### src/rtl/ae_buffer_write.sv
// Write-side front end of the AE sample buffer: packs 4-bit samples eight to a
// 32-bit word and writes them to consecutive SRAM word addresses from 0.
module ae_buffer_write #(
    parameter int ADDR_WIDTH = 12
) (
    input  logic                  clk,
    input  logic                  rst_b,
    input  logic                  fill_start,
    input  logic                  fill_abort,
    input  logic                  trig_mode,
    input  logic                  fill_trigger,
    input  logic [ADDR_WIDTH:0]   fill_words,
    input  logic [3:0]            sample_in,
    input  logic                  sample_in_valid,
    output logic                  mem_we,
    output logic [ADDR_WIDTH-1:0] mem_addr,
    output logic [31:0]           mem_wdata,
    output logic                  fill_busy,
    output logic                  fill_done,
    output logic [ADDR_WIDTH:0]   words_written
);

    typedef enum logic [1:0] {
        IDLE      = 2'd0,
        WAIT_TRIG = 2'd1,
        FILL      = 2'd2
    } state_t;

    localparam logic [ADDR_WIDTH:0] DEPTH = {1'b1, {ADDR_WIDTH{1'b0}}};

    state_t                state_q, state_d;
    logic [ADDR_WIDTH:0]   target_q, target_d;
    logic [ADDR_WIDTH:0]   words_written_q, words_written_d;
    logic [2:0]            nib_q, nib_d;
    logic [31:0]           pack_q, pack_d;
    logic                  mem_we_q, mem_we_d;
    logic [ADDR_WIDTH-1:0] mem_addr_q, mem_addr_d;
    logic [31:0]           mem_wdata_q, mem_wdata_d;
    logic                  busy_q, busy_d;
    logic                  done_q, done_d;

    logic take;
    logic last_written;
    logic clamp;

    always_comb begin
        state_d         = state_q;
        target_d        = target_q;
        words_written_d = words_written_q;
        nib_d           = nib_q;
        pack_d          = pack_q;
        mem_we_d        = 1'b0;
        mem_addr_d      = mem_addr_q;
        mem_wdata_d     = mem_wdata_q;
        done_d          = 1'b0;
        take            = 1'b0;

        clamp        = (fill_words == '0) || (fill_words > DEPTH);
        // The final write has landed once the committed count reaches the target;
        // the block lingers in FILL for that one cycle so fill_done follows mem_we.
        last_written = (state_q == FILL) && (words_written_q == target_q);

        unique case (state_q)
            IDLE: begin
                if (fill_start) begin
                    target_d        = clamp ? DEPTH : fill_words;
                    words_written_d = '0;
                    nib_d           = '0;
                    pack_d          = '0;
                    state_d         = trig_mode ? WAIT_TRIG : FILL;
                end
            end
            WAIT_TRIG: begin
                if (fill_trigger) begin
                    state_d = FILL;
                    take    = sample_in_valid;
                end
            end
            FILL: begin
                if (last_written) begin
                    state_d = IDLE;
                    done_d  = 1'b1;
                end else begin
                    take = sample_in_valid;
                end
            end
            default: state_d = IDLE;
        endcase

        if (take) begin
            pack_d = {pack_q[27:0], sample_in};
            nib_d  = nib_q + 3'd1;
            if (nib_q == 3'd7) begin
                mem_we_d        = 1'b1;
                mem_addr_d      = words_written_q[ADDR_WIDTH-1:0];
                mem_wdata_d     = pack_d;
                words_written_d = words_written_q + 1'b1;
            end
        end

        // Abort overrides everything decided above, including a completing word.
        if (fill_abort) begin
            state_d         = IDLE;
            target_d        = target_q;
            words_written_d = words_written_q;
            nib_d           = '0;
            pack_d          = pack_q;
            mem_we_d        = 1'b0;
            mem_addr_d      = mem_addr_q;
            mem_wdata_d     = mem_wdata_q;
            done_d          = 1'b0;
        end

        busy_d = (state_d != IDLE);
    end

    always_ff @(posedge clk or negedge rst_b) begin
        if (!rst_b) begin
            state_q         <= IDLE;
            target_q        <= '0;
            words_written_q <= '0;
            nib_q           <= '0;
            pack_q          <= '0;
            mem_we_q        <= 1'b0;
            mem_addr_q      <= '0;
            mem_wdata_q     <= '0;
            busy_q          <= 1'b0;
            done_q          <= 1'b0;
        end else begin
            state_q         <= state_d;
            target_q        <= target_d;
            words_written_q <= words_written_d;
            nib_q           <= nib_d;
            pack_q          <= pack_d;
            mem_we_q        <= mem_we_d;
            mem_addr_q      <= mem_addr_d;
            mem_wdata_q     <= mem_wdata_d;
            busy_q          <= busy_d;
            done_q          <= done_d;
        end
    end

    assign mem_we        = mem_we_q;
    assign mem_addr      = mem_addr_q;
    assign mem_wdata     = mem_wdata_q;
    assign fill_busy     = busy_q;
    assign fill_done     = done_q;
    assign words_written = words_written_q;

endmodule

### config.mk
export PLATFORM = sky130hd
export DESIGN_NAME = ae_buffer_write
export DESIGN_NICKNAME = d
export VERILOG_FILES = /design/src/rtl/ae_buffer_write.sv
export SDC_FILE = /design/constraint.sdc
export NUM_CORES = 1
export LEC_CHECK = 0
export ABC_AREA = 1
export BUFFER_PORTS_ARGS = -buffer_cell sky130_fd_sc_hd__buf_2
export CAP_MARGIN = 20
export CORE_ASPECT_RATIO = 2
export CORE_UTILIZATION = 35
export DETAILED_ROUTE_END_ITERATION = 10
export RECOVER_POWER = 50
export SETUP_SLACK_MARGIN = 0.2
export SLEW_MARGIN = 20
export SYNTH_ARGS = -nofsm -noshare
export SYNTH_HDL_FRONTEND = slang
export SYNTH_SLANG_ARGS = --single-unit
### constraint.sdc
create_clock -name clk -period 5 [get_ports clk]
set_clock_uncertainty 0.05 [all_clocks]
set_input_delay 1 -clock clk [delete_from_list [all_inputs] [get_ports clk]]
set_output_delay 1 -clock clk [all_outputs]
set_load 0.05 [all_outputs]
==> results_dict.tcl, run 1 <==
set metrics [dict create \
    grt-ovfl-total 0 \
    syn_inst 609 \
    regArea_mm2 0.00265 \
    synth.area.top_cells "dfrtp_1 54%, nand2_1 23%, nand3_1 5.2%, inv_1 2.8%, o21ai_0 2.0%" \
    design.portCount 84 \
    hold_path.class "register to register" \
    rows 60 \
    antenna_found_initial 0 \
    outcome "finished with violations" \
    nets 712 \
    tns_ns 0 \
    vias 4094 \
    postRouteAntennaNets 0 \
    insertedDiodeCount 0 \
    final_hold_viol_count 0 \
    track_usage 0.176 \
    synth.largest_area_cell "dfrtp_1" \
    cts_resized 0 \
    clock_path_buffers 2 \
    ctsHoldBuffers 0 \
    setup_viol_count_final 0 \
    gp_congestion 0.867 \
    crit_fanout 50 \
    max_stage_delay_ns 0.92 \
    clock.fmax_mhz 322 \
    period_share 0.622 \
    drive_gt1_frac 0.120 \
    coreArea_mm2 0.0135 \
    fp.dieW_um 85.4 \
    ys_warn_count 0 \
    die_h_um 169 \
    cts_tree "done" \
    drc 0 \
    setup.worst_path.start_class "register" \
    cts.sinks 106 \
    slowest_stage "nor2_4" \
    dieArea_mm2 0.0144 \
    rsz0062_at_grt "false" \
    grt_use_met3 0.0332 \
    multiInputGateArea_mm2 0.00193 \
    clk_pin_slew_ns 0.08 \
    seq_area_frac_synth 0.544 \
    synthesis.nets 640 \
    synth.top_cell.area_share 0.544 \
    critPathCaptureType "register" \
    grt_pass1_vias 4076 \
    cts_max_level 3 \
    dp_hpwl_um 8340 \
    grt_max_degree 75 \
    total_power_mw 1.78 \
    gr-usage-met1 0.204 \
    area_growth_pct 15.9 \
    busiest_layer "met2" \
    wl_um 11900 \
    power.leakage_nw 3.12 \
    synth_cell_types 29 \
    vdd_drop_max_v 0.000153 \
    place_ws_ns 1.83 \
    powerDensity_mw_per_mm2 316 \
    clockRootBuffer "clkbuf_16" \
    use_met2 0.313 \
    nFillCells 1438 \
    synth_area_per_cell_um2 8.00 \
    cp.arrival_ns 3.35 \
    drtIter0Drc 289 \
    grt_pass1_wl_um 19800 \
    io_buffer_count 83 \
    final_core_util 0.418 \
    setup_slack_ns 1.89 \
    cap_violations 1 \
    ys_seq_elements 106 \
    vias_per_cell 4.87 \
    maxSlewViolCount 75 \
    hold_slack_ns 0.424 \
    slew_headroom -0.222 \
    crit_path_cell_trace "inv_1 > nand2_1 > nand2_1 > nor2_1 > nand2_1 > nor2_1 > nand2_1 > nand2_1 > nand2_4 > nand3_4 > nor2_4 > nand2_1 > nand2_1" \
    clock_latency_ns 0.35 \
    crit_required_ns 5.24 \
    start_util 0.361 \
    worstMarginPinSlew_ns 1.83 \
    numCtsBuffers 9 \
    drt_pass1_iterations 4 \
    period_minus_slack_ns 3.11 \
    cts_setup_buffers 0 \
    path_common_cell "nand2_1" \
    wire_per_inst_um 14.2 \
    violations "capacitance limit, slew limit" \
    syn-cell-area_mm2 0.00487 \
    worst-setup-path-type "register to register" \
]
-- registers in the layout, indices dropped and copies added (netlist names) --
name,flops
nib_q,3
mem_we,1
pack_q,28
mem_addr,12
fill_done,1
target_q,13
mem_wdata,32
fill_busy,1
state_q,2
words_written,13
-- final timing paths --
check                                      start            end  slack [ns]  cells after the start
worst min register to register        pack_q[26]  mem_wdata[30]        0.42                      2
worst min-delay path                  pack_q[26]  mem_wdata[30]        0.42                      2
worst max-delay path            words_written[0]  mem_wdata[20]        1.89                     13
max in group asynchronous                  rst_b      pack_q[4]        2.50                      2
worst max register to register  words_written[0]  mem_wdata[20]        1.89                     13
min in group asynchronous                  rst_b    mem_addr[9]        1.09                      1
-- report_power, final --
group / switching (mW) / leakage [nW] / internal (mW)
combinational: 0.108 / 1.50 / 0.0476
sequential: 0.0168 / 1.46 / 0.884
clock: 0.365 / 0.152 / 0.363
total: 0.490 / 3.12 / 1.29
-- cell usage in the layout (no fill, tap or decap), drive strengths merged, types with 7 or more instances in the layout --
| cell | count |
|---|---|
| nand3 | 52 |
| dfrtp | 106 |
| o21ai | 19 |
| nor2 | 23 |
| nand2 | 297 |
| inv | 43 |
| nand4 | 10 |
| o22ai | 13 |
| clkbuf | 37 |
| ha | 7 |
| buf | 59 |
-- through the flow --
step / instance area (µm²) / instances
2_1_floorplan: 4870 / 609
3_5_place_dp: 5380 / 825
4_1_cts: 5690 / 841
3_3_place_gp: 5380 / 825
5_1_grt: 5650 / 841
6_report: 5650 / 841
-- layer usage --
layer,share of wire,up-vias
li1,-,2072
met1,0.41,1925
met2,0.53,80
met3,0.030,17
met4,0.025,0
met5,0,-
-- cell usage after synthesis, drive strengths merged --
cell type,number
o21ai,19
inv,38
buf,19
nand2,297
nor3,3
clkinv,2
nor2,23
o22ai,13
xor2,1
mux2i,1
nor4,2
ha,7
nand3,52
or2,1
xnor2,1
o211ai,2
nand4,10
dfrtp,106
o21a,1
clkbuf,7
a21oi,3
a22oi,1
-- area by class of cell --
class	instances	area share
clock buffer	9	0.0399
tap	155	0.0343
multi-input combinational	437	0.341
timing repair buffer	87	0.0729
inverter	40	0.0266
clock inverter	7	0.0153
sequential	106	0.470
-- logic make-up (layout without fill, tap and decap cells) --
| logic type | count (synthesis) | in the layout | share of synthesized area |
|---|---|---|---|
| flip-flops | 106 | 106 | 0.544 |
| XOR/XNOR | 2 | 2 | 0.00360 |
| buffers and inverters | 66 | 143 | 0.0596 |
| AO/OA/AOI/OAI | 39 | 39 | 0.0454 |
| adder cells (fa/ha/maj) | 7 | 7 | 0.0180 |
| AND/OR/NAND/NOR | 388 | 388 | 0.327 |
| multiplexers | 1 | 1 | 0.00205 |
-- critical path: cells and delay by family (launching register included) --
| family | cells | cell delay [ns] |
|---|---|---|
| buffers and inverters | 1 | 0.24 |
| DFF | 1 | 0.47 |
| and+or+nand+nor | 12 | 2.27 |
(Power assumes the default switching activity.)
==> run 2: changes to the inputs <==
==> constraint.sdc (replaced) <==
create_clock -name clk -period 2.7 [get_ports clk]
set_clock_uncertainty 0.05 [all_clocks]
set_input_delay 0.54 -clock clk [delete_from_list [all_inputs] [get_ports clk]]
set_output_delay 0.54 -clock clk [all_outputs]
set_load 0.05 [all_outputs]
==> run 2 against run 1 <==
Effect of this change: the flow now finishes without violations; routed wire length up 4.5%; cell count up 1.9%; register-to-register slack worse by 1.5 ns; total power up 84%; critical path type unchanged.
==> results_dict.tcl, run 2 (synthesized netlist as in run 1, its figures left out) <==
set metrics [dict create \
    outcome "completed" \
    drt_pass1_iterations 5 \
    track_usage 0.174 \
    cap_violations 0 \
    clock_latency_ns 0.35 \
    cts_tree "done" \
    insertedDiodeCount 0 \
    place_ws_ns 0.204 \
    vias_per_cell 4.97 \
    cp.arrival_ns 2.51 \
    area_growth_pct 18.3 \
    crit_required_ns 2.89 \
    numCtsBuffers 9 \
    combPwrFrac 0.089 \
    design.portCount 84 \
    tns_ns 0 \
    setup_viol_count_final 0 \
    fp.dieW_um 85.4 \
    io_buffer_count 83 \
    nets 728 \
    grt-ovfl-total 0 \
    drc 0 \
    postRouteAntennaNets 0 \
    grt_max_degree 45 \
    largest_reg_flops 32 \
    setup.worst_path.start_class "register" \
    p_seq_frac 0.509 \
    r2r_slack_ns 0.38 \
    most-common-layout-cells "295 x nand2_1, 106 x dfrtp_1, 53 x buf_2, 51 x nand3_1, 36 x inv_1" \
    hold_path.class "primary input to async pin" \
    start_util 0.361 \
    rows 60 \
    swShare 0.270 \
    crit_fanout 33 \
    r2r_end "pack_q[22]" \
    drtIter0Drc 228 \
    antenna_found_initial 0 \
    worstMarginPinSlew_ns 1.24 \
    ctsHoldBuffers 0 \
    clockRootBuffer "clkbuf_16" \
    slew_headroom 0.174 \
    final_common_cell "nand2_1" \
    internal-power_mw 2.39 \
    vias 4261 \
    final_hold_viol_count 0 \
    cts.sinks 106 \
    dieArea_mm2 0.0144 \
    maxSlewViolCount 0 \
    period_minus_slack_ns 2.32 \
    clk_pin_slew_ns 0.08 \
    rr_startpoint "state_q[0]" \
    r2r_cells 14 \
    powerDensity_mw_per_mm2 568 \
    dp_hpwl_um 8710 \
    critPathCaptureType "register" \
    path_common_cell "nand2_1" \
    power.leakage_nw 3.17 \
    grt_pass1_wl_um 19900 \
    gp_congestion 0.899 \
    crit_path_cell_trace "inv_1 > ha_1 > nand2_1 > nor2_1 > nand2_1 > nor2_1 > nand2_1 > nand2_2 > nand2_4 > nand3_4 > buf_4 > inv_4 > nand2_1 > nand2_1" \
    worst-setup-path-type "register to register" \
    coreArea_mm2 0.0135 \
    rsz0062_at_grt "false" \
    die_h_um 169 \
    drive_gt1_frac 0.137 \
    grt_pass1_vias 4159 \
    wire_per_inst_um 14.6 \
    p_switching_mw 0.886 \
    wl_um 12500 \
    cts_max_level 3 \
    clock_path_buffers 2 \
    period_share 0.859 \
    p_clk_frac 0.402 \
    slowest_stage "dfrtp_1" \
    max_stage_delay_ns 0.43 \
    vdd_drop_max_v 0.000292 \
    clock.fmax_mhz 431 \
    setup_slack_ns 0.380 \
]
[run 2: cell count changes in the layout (fill, tap and decap cells not counted), sizes merged]
cell | previous run | this run
clkbuf | 37 | 41
nor2 | 23 | 24
clkinv | 4 | 6
buf | 59 | 70
inv | 43 | 41
[run 2: routing by layer]
layer | wire, µm | up-vias | global-route usage
met2 | 6550 | 107 | 0.302
met1 | 5120 | 2015 | 0.208
met4 | 465 | 0 | 0.0870
met3 | 342 | 32 | 0.0239
li1 | - | 2107 | -
met5 | 0 | - | 0
[run 2: worst max path at each step]
stage	from	endpoint	slack, ns	cells after the start
floorplan	words_written[2]	words_written[4]	0.65	15
global placement	state_q[0]	mem_addr[9]	0.25	13
detailed placement	state_q[0]	mem_addr[9]	0.20	13
CTS	state_q[0]	mem_addr[9]	0.18	13
global route	rst_b	pack_q[3]	0.17	2
finish	state_q[0]	pack_q[22]	0.38	14
[run 2: what timing repair did]
| action | in CTS | in global routing |
|---|---|---|
| pin swaps | 0 | 1 |
| setup endpoints to repair | 3 | 75 |
| cloned | 0 | 1 |
| resized for setup | 0 | 4 |
| setup buffers | 0 | 0 |
[run 2: power groups by stage]
stage	logic, mW	clock network (mW)	registers [mW]
6_report	0.292	1.32	1.67
5_1_grt	0.331	1.43	1.68
4_1_cts	0.300	1.36	1.67
3_5_place_dp	0.300	0	1.70
3_3_place_gp	0.295	0	1.70
2_1_floorplan	0.179	0	1.70
[run 2: per-stage QoR]
step                      std cells  power (mW)  cell area, µm²  hold slack [ns]  utilization
after floorplan                 609        1.88            4870            0.194            -
after global placement          840        1.99            5500            0.403        0.407
after detailed placement        840        2.00            5500            0.406        0.407
after CTS                       856        3.32            5810            0.153        0.430
after global routing            857        3.43            5770            0.373        0.427
final                           857        3.28            5770            0.327        0.427
[run 2: worst max-delay path, delay by kind of cell, from the launching register on]
kind                       cells  cell delay (ns)
adders and majority gates      1             0.21
buffers and inverters          3             0.57
DFF                            1             0.43
and+or+nand+nor               10             0.93
[run 2: final cells by class]
class	instances	area, µm²
timing repair buffer	102	519
fill	1398	7750
sequential	106	2650
inverter	40	153
multi-input combinational	438	1940
clock inverter	7	81.3
clock buffer	9	225
tap	155	194
